--- config.mk ---
export PLATFORM = sky130hd
export DESIGN_NAME = hebb_trainer_flat
export DESIGN_NICKNAME = d
export VERILOG_FILES = /design/src/rtl/hebb_trainer_if.sv /design/src/rtl/hebb_trainer.sv /design/src/flat_wrapper.sv
export SDC_FILE = /design/constraint.sdc
export NUM_CORES = 1
export LEC_CHECK = 0
export ABC_AREA = 1
export CAP_MARGIN = 20
export CORE_MARGIN = 1.5
export CORE_UTILIZATION = 50
export CTS_BUF_LIST = sky130_fd_sc_hd__clkbuf_16
export DETAILED_ROUTE_END_ITERATION = 12
export GPL_TIMING_DRIVEN = 1
export HOLD_SLACK_MARGIN = 0.03
export PLACE_DENSITY = 0.85
export SLEW_MARGIN = 20
export SYNTH_ARGS = -nofsm -noshare
export SYNTH_HDL_FRONTEND = slang
export SYNTH_SLANG_ARGS = --single-unit
export TNS_END_PERCENT = 10
--- constraint.sdc ---
create_clock -name clk -period 3.8 [get_ports clk]
set_input_delay 0.76 -clock clk [delete_from_list [all_inputs] [get_ports clk]]
set_output_delay 0.76 -clock clk [all_outputs]
set_load 0.01 [all_outputs]
--- src/rtl/hebb_trainer_if.sv ---
// Control and weight-memory bus between the Hebbian trainer and its controller/RAM.
// The slave side is the trainer; the master side drives requests and returns read data.
interface hebb_trainer_if #(parameter int N = 25);
  logic              start;
  logic              clear;
  logic [N-1:0]      pattern;
  logic              busy;
  logic              done;
  logic [3:0]        pat_count;
  logic [9:0]        w_addr;
  logic              w_we;
  logic signed [7:0] w_wdata;
  logic signed [7:0] w_rdata;

  modport master (
    output start, clear, pattern, w_rdata,
    input  busy, done, pat_count, w_addr, w_we, w_wdata
  );

  modport slave (
    input  start, clear, pattern, w_rdata,
    output busy, done, pat_count, w_addr, w_we, w_wdata
  );
endinterface

--- src/rtl/hebb_trainer.sv ---
// Hebbian trainer: read-modify-writes the N*N signed weight memory with the bipolar
// outer product of each accepted pattern, and provides a bulk clear of that memory.
module hebb_trainer #(
  parameter int N      = 25,
  parameter int WMAX   = 127,
  parameter int MAXPAT = 15
) (
  input  logic         clk,
  input  logic         rst,
  hebb_trainer_if.slave bus
);

  typedef enum logic [1:0] {IDLE, CLR, RD, WR} state_t;

  localparam logic [9:0]        LAST_ADDR = 10'(N * N - 1);
  localparam logic [4:0]        LAST_IDX  = 5'(N - 1);
  localparam logic [3:0]        CNT_MAX   = 4'(MAXPAT);
  localparam logic signed [8:0] POS_LIM   = 9'(WMAX);
  localparam logic signed [8:0] NEG_LIM   = -POS_LIM;

  state_t            state, state_n;
  logic [4:0]        i, j, i_n, j_n;
  logic [9:0]        idx, idx_n;
  logic [N-1:0]      pat_q, pat_q_n;
  logic [3:0]        cnt, cnt_n;
  logic              done_q, done_n;
  logic [9:0]        addr_ij;
  logic signed [8:0] sum;
  logic signed [7:0] upd;

  // Row stride is N, so the memory stays densely packed at 625 entries.
  always_comb begin
    addr_ij = 10'(i) * 10'(N) + 10'(j);
    sum     = $signed({bus.w_rdata[7], bus.w_rdata}) +
              ((pat_q[i] == pat_q[j]) ? 9'sd1 : -9'sd1);
    if (sum > POS_LIM)
      upd = POS_LIM[7:0];
    else if (sum < NEG_LIM)
      upd = NEG_LIM[7:0];
    else
      upd = sum[7:0];
  end

  always_comb begin
    state_n     = state;
    i_n         = i;
    j_n         = j;
    idx_n       = idx;
    pat_q_n     = pat_q;
    cnt_n       = cnt;
    done_n      = 1'b0;
    bus.w_we    = 1'b0;
    bus.w_addr  = '0;
    bus.w_wdata = '0;
    case (state)
      IDLE: begin
        if (bus.clear) begin
          idx_n   = '0;
          state_n = CLR;
        end else if (bus.start) begin
          pat_q_n = bus.pattern;
          i_n     = '0;
          j_n     = '0;
          state_n = RD;
        end
      end
      CLR: begin
        bus.w_we   = 1'b1;
        bus.w_addr = idx;
        idx_n      = idx + 10'd1;
        if (idx == LAST_ADDR) begin
          state_n = IDLE;
          done_n  = 1'b1;
          cnt_n   = '0;
        end
      end
      RD: begin
        bus.w_addr = addr_ij;
        state_n    = WR;
      end
      WR: begin
        bus.w_addr  = addr_ij;
        bus.w_we    = 1'b1;
        bus.w_wdata = (i == j) ? 8'sd0 : upd;
        state_n     = RD;
        if (j == LAST_IDX) begin
          j_n = '0;
          if (i == LAST_IDX) begin
            state_n = IDLE;
            done_n  = 1'b1;
            cnt_n   = (cnt == CNT_MAX) ? cnt : cnt + 4'd1;
          end else begin
            i_n = i + 5'd1;
          end
        end else begin
          j_n = j + 5'd1;
        end
      end
      default: state_n = IDLE;
    endcase
  end

  always_ff @(posedge clk) begin
    if (!rst) begin
      state  <= IDLE;
      i      <= '0;
      j      <= '0;
      idx    <= '0;
      pat_q  <= '0;
      cnt    <= '0;
      done_q <= 1'b0;
    end else begin
      state  <= state_n;
      i      <= i_n;
      j      <= j_n;
      idx    <= idx_n;
      pat_q  <= pat_q_n;
      cnt    <= cnt_n;
      done_q <= done_n;
    end
  end

  assign bus.busy      = (state != IDLE);
  assign bus.done      = done_q;
  assign bus.pat_count = cnt;

endmodule

--- src/flat_wrapper.sv ---
// flat-port wrapper written by rule: the top's interface ports become plain ports
module hebb_trainer_flat 
#(
  parameter int N      = 25,
  parameter int WMAX   = 127,
  parameter int MAXPAT = 15
)
  (clk, rst, bus_start, bus_clear, bus_pattern, bus_w_rdata, bus_busy, bus_done, bus_pat_count, bus_w_addr, bus_w_we, bus_w_wdata);
  hebb_trainer_if #(.N(N)) bus_i ();
  input  logic clk;
  input  logic rst;
  input wire logic [$bits(bus_i.start)-1:0] bus_start;
  input wire logic [$bits(bus_i.clear)-1:0] bus_clear;
  input wire logic [$bits(bus_i.pattern)-1:0] bus_pattern;
  input wire logic [$bits(bus_i.w_rdata)-1:0] bus_w_rdata;
  output wire logic [$bits(bus_i.busy)-1:0] bus_busy;
  output wire logic [$bits(bus_i.done)-1:0] bus_done;
  output wire logic [$bits(bus_i.pat_count)-1:0] bus_pat_count;
  output wire logic [$bits(bus_i.w_addr)-1:0] bus_w_addr;
  output wire logic [$bits(bus_i.w_we)-1:0] bus_w_we;
  output wire logic [$bits(bus_i.w_wdata)-1:0] bus_w_wdata;
  assign bus_i.start = bus_start;
  assign bus_i.clear = bus_clear;
  assign bus_i.pattern = bus_pattern;
  assign bus_i.w_rdata = bus_w_rdata;
  assign bus_busy = bus_i.busy;
  assign bus_done = bus_i.done;
  assign bus_pat_count = bus_i.pat_count;
  assign bus_w_addr = bus_i.w_addr;
  assign bus_w_we = bus_i.w_we;
  assign bus_w_wdata = bus_i.w_wdata;
  hebb_trainer #(.N(N), .WMAX(WMAX), .MAXPAT(MAXPAT)) u_core (.clk(clk), .rst(rst), .bus(bus_i));
endmodule
==> results of run 1 <==
worst reg2reg max path, stage by stage, from the launching register on:
cell and delay, ns:
sky130_fd_sc_hd__dfxtp_1 0.67, sky130_fd_sc_hd__nand2_4 0.23, sky130_fd_sc_hd__inv_2 0.21, sky130_fd_sc_hd__nand2_1 0.08, sky130_fd_sc_hd__nand2_1 0.07, sky130_fd_sc_hd__nand2_2 0.10
sky130_fd_sc_hd__nor2_2 0.15, sky130_fd_sc_hd__nand2_1 0.13, sky130_fd_sc_hd__o21ai_0 0.31, sky130_fd_sc_hd__a21oi_1 0.10
logic make-up after synthesis:
logic type                 count (synthesis)  synth area share
adders and majority gates                 47             0.150
DFF                                       52             0.252
buffers and inverters                    107             0.105
and+or+nand+nor                          263             0.278
AOI/OAI and AO/OA                        152             0.202
xor gates and xnor gates                   6            0.0127
per-stage QoR:
step | TNS, ns | instance area (µm²)
final | -3.03 | 5810
after global routing | -4.93 | 5810
after CTS | -1.81 | 5550
after detailed placement | -5.16 | 5240
after global placement | -3.09 | 5240
after floorplan | 0 | 4130
layout by cell type, fill, tap and decap left out, types with 12 or more instances in the layout:
cell and n:
sky130_fd_sc_hd__inv_1 71, sky130_fd_sc_hd__o21ai_0 53, sky130_fd_sc_hd__buf_4 62, sky130_fd_sc_hd__nand3_1 34
sky130_fd_sc_hd__o21ai_1 13, sky130_fd_sc_hd__dfxtp_1 46, sky130_fd_sc_hd__a21oi_2 18, sky130_fd_sc_hd__nand2_1 95
sky130_fd_sc_hd__nor2_1 69, sky130_fd_sc_hd__clkdlybuf4s50_1 47, sky130_fd_sc_hd__buf_2 12, sky130_fd_sc_hd__a21oi_1 41
sky130_fd_sc_hd__nand2_2 18, sky130_fd_sc_hd__ha_1 31
final cells by class:
type / count / area [µm²]
clock buffer: 5 / 125
sequential: 52 / 1060
fill: 557 / 2040
tap: 102 / 128
timing repair buffer: 129 / 1100
multi-input combinational: 468 / 3020
clock inverter: 3 / 42.5
inverter: 87 / 337
sequential cells by signal, summed over array words and instances (netlist names):
| name | cells |
|---|---|
| u_core.state | 2 |
| u_core.bus.done | 1 |
| u_core.idx | 10 |
| u_core.i | 5 |
| u_core.j | 5 |
| u_core.bus.pat_count | 4 |
| u_core.pat_q | 25 |
per-layer routing:
metal / vias to the layer above / global-route usage / wire, µm
met1: 2242 / 0.336 / 5420
li1: 2314 / - / -
met3: 72 / 0.0380 / 1120
met4: 0 / 0.109 / 617
met2: 313 / 0.504 / 6650
met5: - / 0 / 0
where the power goes:
part	switching, mW	internal, mW
Combinational	0.315	0.244
Sequential	0.0268	0.568
Clock	0.215	0.310
worst paths after layout:
kind | startpoint | end | depth (start not counted)
setup / recovery | u_core.i[0] | bus_w_wdata[1] | 23
hold / removal | u_core.pat_q[8] | u_core.pat_q[8] | 2
setup reg to reg | u_core.state[1] | u_core.i[3] | 9
hold reg to reg | u_core.pat_q[8] | u_core.pat_q[8] | 2
timing repair:
| item | 4_1_cts | 5_1_grt |
|---|---|---|
| hold endpoints to repair | 0 | 0 |
| setup buffers | 3 | 4 |
| pin swaps | 18 | 36 |
| hold buffers | 0 | 0 |
| setup endpoints to repair | 14 | 13 |
| gates resized for setup | 100 | 63 |
==> run summary, run 1 <==
The average wire per cell in the routed design came out at between 15 and 20 µm. The cell type group with the largest total delay on the critical path is simple AND/OR/NAND/NOR gates. The synthesized net count is between 700 and 800. The worst setup timing slack at the placement stage is -0.516 ns.

The number of buffers created by CTS came out at 5. Timing would allow up to roughly 240 MHz. The part of the Yosys area used for sequential elements is 0.252. After floorplanning, the core was sized to cover just under 8000 µm². The count of maximum capacitance violations came out at 0. The worst vdd rail ir drop is around 0.23 mV. The number of global-route vias before repair is roughly 4500. On the critical path, the stage with the largest delay is an instance of sky130_fd_sc_hd__dfxtp_4. The area growth from synthesis to layout is 40.7%. The length of the first detailed-routing pass in iterations came out at 7. After the first detailed-routing iteration, the DRC count stood at 536. The initial utilization of the core area, before any placement, comes to 0.526. For the worst setup path, the data required time is a little over 3 ns. Sorting the synthesized cells by area gives the leading types as sky130_fd_sc_hd__dfxtp_1 25%, sky130_fd_sc_hd__ha_1 13%, sky130_fd_sc_hd__nand2_1 10%. For this run, the number of Yosys warnings is 0. The areal power density over the cells came out at between 200 and 300 nW/µm².

The tree is rooted in a sky130_fd_sc_hd__clkbuf_16. 0 antenna diodes ended up in the layout. In this run the worst path has a maximum fanout of 9. The sort of element at the end of the critical path is an output port.

The floorplan die area is 8800 µm². The arrival time at the worst endpoint is 3.40 ns. The register bit total from synthesis is between 50 and 60. Once detail routing completed, the nets flagged for antenna violations numbered 0.

The share of flip-flops with an asynchronous set or reset is 0. The die width came out at roughly 94 µm. The maximum count of clock buffers along a single path came out at 2.

The relative max-transition margin is 0.573. The final count of negative-setup-slack endpoints is 11. For this run, the leading register cell type out of synthesis is sky130_fd_sc_hd__dfxtp_1. The number of H-tree levels came out at 2.

The combined buffer and inverter count along the critical path came out at 4. In this design, the critical path's most frequently occurring cell is sky130_fd_sc_hd__nand2_2. After floorplanning, the core was divided into 32 placement rows. The worst clock skew is a little over 0.006 ns. Across all layers, the routed design uses about 4900 vias. The area share of the leading cell type in the synthesized netlist is 0.252. The number of hold-slack violations in the final timing report came out at 0. The final period demand of the worst path is 4.16 ns.

Averaged over all synthesized cells, the footprint is 6.58 µm². In the finished design, the share of the clock period the worst path needs comes to 1.10. Dividing the detail-routed via count by the number of cells gives approximately 5.8. Walking the worst path, the cells encountered are buf_12 > buf_6 > a21oi_1 > o21ai_1 > nand3_1 > nand3_1 > nand3_1 > nand2_2 > inv_2 > nand2_2 > nand2_8 > ha_4 > nand3_2 > nand3_2 > nand4_1 > nand2_2 > nand2_1 > nand2_1 > nand2_2 > nand2_4 > nand2_1 > a21oi_2 > buf_2.

The number of buffers inserted by port buffering came out at roughly 60. The worst hold path belongs to the class flop to flop. The worst hold margin is 0.476 ns. The final max-slew violation count came out at 0. The checks that failed: negative setup slack. The number of enable-type register cells in the synthesized netlist came out at 0. The number of antenna violations at the first check in global routing came out at 0.

The clock sink count is 52. For this design the top-level I/O count stands at 62. The number of instances in the placed design came out at a little over 800.

Setup repair after global routing could not meet its margin everywhere. The global-route usage over all layers is 0.281. The clock tree from TritonCTS is yes. The post-detailed-placement half-perimeter wirelength is around 8700 µm. The kind of critical path is flop to output port. Counting instances in the post-synthesis netlist gives the leading cell types as 114 x sky130_fd_sc_hd__nand2_1, 80 x sky130_fd_sc_hd__inv_1, 74 x sky130_fd_sc_hd__nor2_1, 65 x sky130_fd_sc_hd__o21ai_0, 59 x sky130_fd_sc_hd__a21oi_1. The final weighted congestion in routability-driven placement is 0.949. The first-pass GRT wire length came out at roughly 20000 µm. The run finished, with violations left.

The non-filler instance count after layout is roughly 850. The clock insertion delay at the later pin of the skew report is about 0.30 ns. The worst stage delay on the critical path is just under 0.4 ns. The clock-pin slew on the worst setup and hold paths is approximately 0.070 ns. For this run, the share of the core covered by cells in the final layout is 0.740. Overall power consumption after layout is estimated at around 1.7 mW. The number of remaining DRC errors is 0.

The number of instances in the synthesized netlist is between 600 and 700. The most common cell in the synthesized netlist is sky130_fd_sc_hd__nand2_1. The global route total overflow is 0. The largest net degree at the start of global routing is 37. In the final design database the tool counted a little over 800 nets.

The worst-margin pin slew came out at roughly 0.64 ns. The post-layout worst setup margin came out at -0.365 ns. The cell leakage power came out at 2.62 nW. The worst setup path is launched from a flop. After detailed routing, the total wire length is approximately 14000 µm.

The number of distinct library cell variants in the gate-level netlist after synthesis is 46. The setup slack of the most critical reg-to-reg path is between 1.5 and 2 ns. The share of post-route cells with drive strength above 1 came out at 0.255.

The cell area after synthesis is just over 4000 µm². Summed over all instances, the cell type with the most area after synthesis is sky130_fd_sc_hd__dfxtp_1. The y dimension of the die is 93.8 µm.
No activity file was read; power rests on OpenSTA's default activity.
==> inputs of run 2 (changes only) <==
CTS_BUF_LIST = default   (was sky130_fd_sc_hd__clkbuf_16)
PLACE_DENSITY = 0.75   (was 0.85)
==> run summary, run 2 (synthesis gave the netlist of run 1 again) <==
TritonCTS built the clock tree. met2 is the most crowded layer. The number of instances in the placed design came to 840 (+1.1%). The tree is rooted in a sky130_fd_sc_hd__clkbuf_8. The largest fanout of any net on the critical path is 7 (-2). The flow ran to the end, but the final reports show violations. The worst clock skew came to 0.0142 ns (+0.00799 ns).

The largest registers in the layout are u_core.pat_q x25, u_core.idx x10. The clock-pin slew on the worst setup and hold paths was 0.10 ns (+0.03 ns). The worst stage delay on the critical path was 0.41 ns (+0.02 ns). The share of the clock period used by the worst path came to 1.09 (-0.00347). The clock insertion delay at the later pin of the skew report is 0.31 ns (about the same). The met2 capacity usage during global routing was 0.475 (-0.0284).

The aggregate negative setup slack is -2.98 ns (+0.0514 ns). The number of buffers inserted by port buffering is 61 (unchanged). The timing endpoint of the critical path is bus_w_wdata[0]. Walking the worst path, the cells encountered are inv_6 > buf_12 > o21ai_0 > nand3_1 > nand3_1 > nand3_1 > nand2_2 > inv_2 > nand2_2 > nand2_8 > buf_4 > ha_4 > nand2_1 > nor2_1 > nand2_1 > nand4_1 > nand2_1 > nand3_1 > nand2_2 > nand2_4 > nand3_2 > nand2_1 > inv_1 > buf_2. The met1 capacity usage during global routing came to 0.345 (+0.00858).

The global route total overflow is 0 (unchanged). The total wirelength of the detailed-routed design is 12200 µm (-12%). The initial standard-cell utilization of the core is 0.526 (unchanged). The post-detailed-placement half-perimeter wirelength was 8750 µm (+1.0%). The number of global-route vias before repair came out at 4269 (-5.7%). Setup repair after global routing could not meet its margin everywhere. The detail-routed via count per cell came out at 5.52 (-5.6%). The worst vdd rail ir drop came to 0.232 mV (-0.34%). The post-synthesis to final-layout area growth came out at 39.6%. The y dimension of the die came to 93.8 µm (unchanged). The core region area came to 7850 µm² (unchanged). The floorplan die area is 8800 µm² (unchanged). The final reports fail on negative setup slack. The final count of negative-setup-slack endpoints came to 12 (+1).

The largest net degree at the start of global routing came to 33 (-11%). The library cell used most frequently in the layout, excluding fill and tap cells, is sky130_fd_sc_hd__nand2_1. The post-layout worst setup margin is -0.352 ns (+0.0132 ns). The number of remaining DRC errors came out at 0 (unchanged). The number of flip-flops in the largest register is 25 (unchanged). The setup slack of the most critical reg-to-reg path came out at 1.89 ns (+0.26 ns). The depth of the most critical reg-to-reg path is 9 (unchanged). The die width is 93.8 µm (unchanged). The number of antenna violations at the first check in global routing came out at 0 (unchanged). The share of post-route cells with drive strength above 1 came to 0.233 (-0.0224). The final max-slew violation count is 0 (unchanged). The number of hold-slack violations in the final timing report came to 0 (unchanged). The count of maximum capacitance violations came to 0 (unchanged). The final weighted congestion in routability-driven placement was 0.955 (+0.66%). The startpoint identified for the worst register-to-register timing path is u_core.state[1]. The final period demand of the worst path came out at 4.15 ns (-0.0132 ns). The critical path in this run is classified as flop to output port. For this design, the slowest cell found on the critical path is sky130_fd_sc_hd__dfxtp_4. The maximum count of clock buffers along a single path came out at 2 (unchanged). The global-route usage over all layers is 0.269 (-0.0117). The required time reported for the critical path endpoint is 3.04 ns (about the same). The first-pass GRT wire length came out at 19100 µm (-3.6%). The arrival time at the worst endpoint came out at 3.39 ns (about the same).

The number of buffers created by CTS is 5 (unchanged). The routing usage on met3 is 0.0364 (-0.00162). The endpoint identified for the worst register-to-register timing path is u_core.i[4]. The number of H-tree levels is 2 (unchanged).

The maximum clock frequency came out at 241 MHz (+0.32%). The cell leakage power came to 2.67 nW (+2.0%). The post-detailed-route count of antenna-violating nets was 0 (unchanged).

In this run the worst setup path begins at u_core.i[0]. The initial DRC count is 407 (-24%). The average wire per cell in the routed design came out at 14.3 µm (-12%). The via count of the routed design is 4705 (-4.8%). The length of the first detailed-routing pass in iterations came out at 6 (-1). The min-delay analysis places its worst path in the category flop to flop. The I/O pin count came out at 62 (unchanged). In the layout the commonest cells are 101 x sky130_fd_sc_hd__nand2_1, 73 x sky130_fd_sc_hd__inv_1, 72 x sky130_fd_sc_hd__buf_4, 71 x sky130_fd_sc_hd__nor2_1, 55 x sky130_fd_sc_hd__o21ai_0. The worst setup path is launched from a flop. The worst-margin pin slew is 0.573 ns (-0.0624 ns). The non-filler instance count after layout came out at 853 (+0.83%). The quantity of hold-fixing buffers added after cts came to 0 (unchanged). The clock sink count came out at 52 (unchanged).

The areal power density over the cells came out at 278 nW/µm² (-3.8%). The relative max-transition margin was 0.617 (+0.0437). The sort of element at the end of the critical path is an output port. The largest register by flop count is u_core.pat_q. The number of antenna cells inserted came out at 0 (unchanged). The total number of nets in the final design came out at 835 (+0.97%). The cell row count came out at 32 (unchanged).
run 2: cell count changes in the layout (fill, tap and decap cells not counted), sizes merged:
cell	delta
buf	+5
bufinv	+1
clkbuf	+3
clkdlybuf4s50	-1
clkinv	-1
clkinvlp	-1
dlymetal6s2s	+1
run 2: repair_timing:
action	4_1_cts	5_1_grt
cloned	0	2
pin swaps	7	18
setup buffers	0	4
endpoints found under the setup margin	14	15
resized for setup	98	34
run 2: layout make-up:
class                   count  area, µm²
well taps                 102        128
repair buffers            137       1180
clock buffers               5       68.8
inverters                  87        334
flip-flops and latches     52       1050
multi-input cells         468       2930
clock inverters             2       60.1
fillers                   626       2090
run 2: per-layer routing:
| layer | part of all wire | routed length (µm) |
|---|---|---|
| met1 | 0.45 | 5460 |
| met2 | 0.47 | 5740 |
| met3 | 0.056 | 689 |
| met4 | 0.026 | 316 |
| met5 | 0 | 0 |
run 2: worst min path at each step:
stage | from | cells after the start | to
after CTS | u_core.bus.pat_count[1] | 2 | u_core.bus.pat_count[1]
after global placement | u_core.bus.pat_count[3] | 2 | u_core.bus.pat_count[3]
final | u_core.idx[4] | 2 | u_core.idx[4]
after floorplan | u_core.pat_q[10] | 2 | u_core.pat_q[10]
after detailed placement | u_core.idx[4] | 2 | u_core.idx[4]
after global routing | u_core.idx[1] | 2 | u_core.idx[1]
run 2: metrics by stage:
stage          hold slack, ns  total power [mW]  cell area (µm²)   util  setup slack (ns)
4_1_cts                 0.504              1.57             5590  0.712            -0.171
2_1_floorplan           0.435             0.878             4130      -            0.0422
3_3_place_gp            0.483              1.04             5310  0.677            -0.382
6_report                0.503              1.60             5760  0.734            -0.352
3_5_place_dp            0.488              1.06             5310  0.677            -0.452
5_1_grt                 0.527              1.69             5760  0.734            -0.532
run 2: worst max-delay path, delay by kind of cell (launching register included):
family	cells	cell delay [ns]
AOI/OAI and AO/OA	1	0.22
buffers and inverters	6	0.57
adders and majority gates	1	0.27
DFF	1	0.41
and+or+nand+nor	16	1.61
run 2: power by group:
part	switching, mW	internal (mW)
Combinational	0.306	0.249
Clock	0.193	0.259
Sequential	0.0260	0.568
Total	0.525	1.08
==> inputs of run 3 (changes only) <==
ABC_CLOCK_PERIOD_IN_PS = 3800   (was default)
CORE_ASPECT_RATIO = 1.25   (was default)
==> run summary, run 3 (synthesis gave the netlist of run 1 again) <==
The run finished, with violations left. The final reports fail on negative setup slack. The initial standard-cell utilization of the core came to 0.523 (-0.00234). The clock insertion delay at the later pin of the skew report came out at 0.33 ns (+0.02 ns). The worst clock skew came out at 0.0132 ns (-0.00101 ns). The arrival time at the worst endpoint is 3.31 ns (-0.08 ns). The maximum count of clock buffers along a single path came out at 2 (unchanged). Counting stages on the worst path, the most repeated cell is sky130_fd_sc_hd__nand2_1.

The required time reported for the critical path endpoint came to 3.04 ns (about the same). The initial DRC count is 220 (-46%). The clock sink count came out at 52 (unchanged).

The areal power density over the cells came out at 275 nW/µm² (-1.3%). The number of cells on the critical path came out at 22 (-8.3%). The footprint of the flip-flops and latches came out at 1060 µm² (+0.24%). The length of the first detailed-routing pass in iterations is 5 (-1). The worst hold path class is flop to flop. The final weighted congestion in routability-driven placement is 0.936 (-2.0%).

The final period demand of the worst path is 4.07 ns (-0.0861 ns). TritonCTS built the clock tree. The maximum clock frequency came out at 246 MHz (+2.1%).

The worst setup path is launched from a flop. On the critical path, the stage with the largest delay is an instance of sky130_fd_sc_hd__fa_2. The total number of nets in the final design is 832 (-0.36%).

The met2 capacity usage during global routing is 0.482 (+0.00704). Counting flops per register, the top entry is u_core.pat_q. The met1 capacity usage during global routing came out at 0.314 (-0.0307). From synthesis to final layout, the design area changed by 38.4%. The area of the multi-input gates came out at 2940 µm² (+0.26%). The share of post-route cells with drive strength above 1 came out at 0.238 (+0.00463). The share of the clock period used by the worst path is 1.07 (-0.0227). The number of buffers inserted by port buffering is 61 (unchanged). The number of buffers created by CTS is 5 (unchanged). The largest registers in the layout are u_core.pat_q x25, u_core.idx x10.

Setup repair after global routing could not meet its margin everywhere. The quantity of hold-fixing buffers added after cts came out at 0 (unchanged). Broken down by cell family, the worst path's largest delay share belongs to simple AND/OR/NAND/NOR gates. The post-detailed-route count of antenna-violating nets came out at 0 (unchanged). The post-detailed-placement half-perimeter wirelength is 8590 µm (-1.9%). The I/O pin count is 62 (unchanged). The largest net degree at the start of global routing is 35 (+6.1%). The layout filler cell count is 646 (+3.2%). The tree is rooted in a sky130_fd_sc_hd__clkbuf_8. The y dimension of the die was 105 µm (+11%). The number of flip-flops in the largest register is 25 (unchanged). The number of antenna cells inserted came to 0 (unchanged).

The count of maximum capacitance violations came to 0 (unchanged). The number of remaining DRC errors came out at 0 (unchanged). The detail-routed via count per cell is 5.52 (about the same).

The core region area is 7880 µm² (+0.45%). The relative max-transition margin came out at 0.617 (about the same). The clock-pin slew on the worst setup and hold paths is 0.11 ns (about the same).

The depth of the most critical reg-to-reg path is 9 (unchanged). The number of instances in the placed design is 832 (-0.95%). The critical path in this run is classified as flop to output port.

The largest fanout of any net on the critical path came out at 9 (+2). The number of global-route vias before repair is 4511 (+5.7%). The number of antenna violations at the first check in global routing is 0 (unchanged). The worst vdd rail ir drop was 0.252 mV (+8.6%). The signal on the critical path passes through buf_12 > o21ai_1 > o21ai_2 > nand2_1 > nand2_1 > nand3b_1 > nand2_2 > inv_2 > buf_4 > nand2_1 > nand2_1 > fa_2 > nand2_1 > a21oi_2 > nand3_1 > nor2_2 > nand3_1 > nand2_2 > nand2_4 > nand2_1 > a21oi_2 > buf_2. The floorplan die area came out at 8810 µm² (about the same). The worst-margin pin slew came to 0.573 ns (-0.0000510 ns). The combined buffer and inverter count along the critical path is 4 (-2). The total wirelength of the detailed-routed design is 11900 µm (-2.6%).

The final count of negative-setup-slack endpoints is 11 (-1). The die width came out at 84.2 µm (-10%). In this run the most used layer during global routing was met2. The post-layout worst setup margin came to -0.266 ns (+0.0861 ns). The global route total overflow is 0 (unchanged).

The non-filler instance count after layout is 844 (-1.1%). The average wire per cell in the routed design is 14.1 µm (-1.6%). The cell leakage power came out at 2.64 nW (-1.3%). The library cell used most frequently in the layout, excluding fill and tap cells, is sky130_fd_sc_hd__nand2_1. The final max-slew violation count came out at 0 (unchanged). The global-route usage over all layers came out at 0.272 (+0.00291).

The worst hold path stage count was 2 (unchanged). The number of H-tree levels came out at 2 (unchanged). The via count of the routed design came out at 4657 (-1.0%). The aggregate negative setup slack came out at -2.28 ns (+0.700 ns).

The worst setup timing slack at the placement stage is -0.520 ns (-0.0673 ns). Leaving out fill and tap cells, the most frequent cells in the layout are 101 x sky130_fd_sc_hd__nand2_1, 73 x sky130_fd_sc_hd__inv_1, 72 x sky130_fd_sc_hd__nor2_1, 68 x sky130_fd_sc_hd__buf_4, 50 x sky130_fd_sc_hd__o21ai_0. The first-pass GRT wire length came out at 19900 µm (+4.2%). The number of hold-slack violations in the final timing report came out at 0 (unchanged). The routing usage on met3 is 0.0403 (+0.00388). The cell row count came out at 36 (+13%). STA classifies the critical path endpoint as an output port. The worst stage delay on the critical path was 0.56 ns (+0.15 ns).
[run 3: cell count changes in the layout (fill, tap and decap cells not counted), sizes merged]
cell | previous run | this run
buf | 85 | 84
bufinv | 2 | 1
clkbuf | 8 | 7
clkinv | 1 | 2
[run 3: tightest hold or removal path, delay by kind of cell, from the launching register on]
| kind | cells | cell delay [ns] |
|---|---|---|
| simple gates | 1 | 0.06 |
| flops | 1 | 0.34 |
| compound gates | 1 | 0.06 |
[run 3: final timing paths]
check | endpoint | slack, ns | start
setup / recovery | bus_w_wdata[5] | -0.27 | u_core.j[0]
hold / removal | u_core.idx[4] | 0.51 | u_core.idx[4]
setup reg to reg | u_core.i[4] | 1.91 | u_core.state[1]
hold reg to reg | u_core.idx[4] | 0.51 | u_core.idx[4]
[run 3: where the power goes]
| part | switching [mW] | leakage [nW] | internal, mW |
|---|---|---|---|
| combinational | 0.310 | 2.15 | 0.244 |
| sequential | 0.0256 | 0.427 | 0.568 |
| clock | 0.206 | 0.0614 | 0.216 |
| total | 0.541 | 2.64 | 1.03 |
[run 3: area by class of cell]
| cell class | count | share of cell area |
|---|---|---|
| tap | 95 | 0.0208 |
| clock inverter | 2 | 0.00680 |
| multi-input combinational | 468 | 0.515 |
| sequential | 52 | 0.185 |
| inverter | 87 | 0.0590 |
| timing repair buffer | 134 | 0.199 |
| clock buffer | 6 | 0.0145 |
[run 3: timing repair]
| action | CTS | global route |
|---|---|---|
| buffers inserted | 1 | 3 |
| setup endpoints to repair | 14 | 15 |
| pin swaps | 14 | 30 |
| resized for setup | 96 | 51 |
[run 3: layer usage]
metal | wire length (µm) | share of wire
met3 | 459 | 0.039
met4 | 386 | 0.032
met1 | 4950 | 0.42
met2 | 6090 | 0.51
met5 | 0 | 0
[run 3: through the flow]
step                 util  power (mW)  instance area [µm²]  hold slack, ns
global placement    0.672        1.04                 5290           0.476
finish              0.724        1.57                 5710           0.506
global route        0.724        1.65                 5710           0.533
CTS                 0.705        1.50                 5550           0.509
floorplan               -       0.878                 4130           0.435
detailed placement  0.672        1.05                 5290           0.491
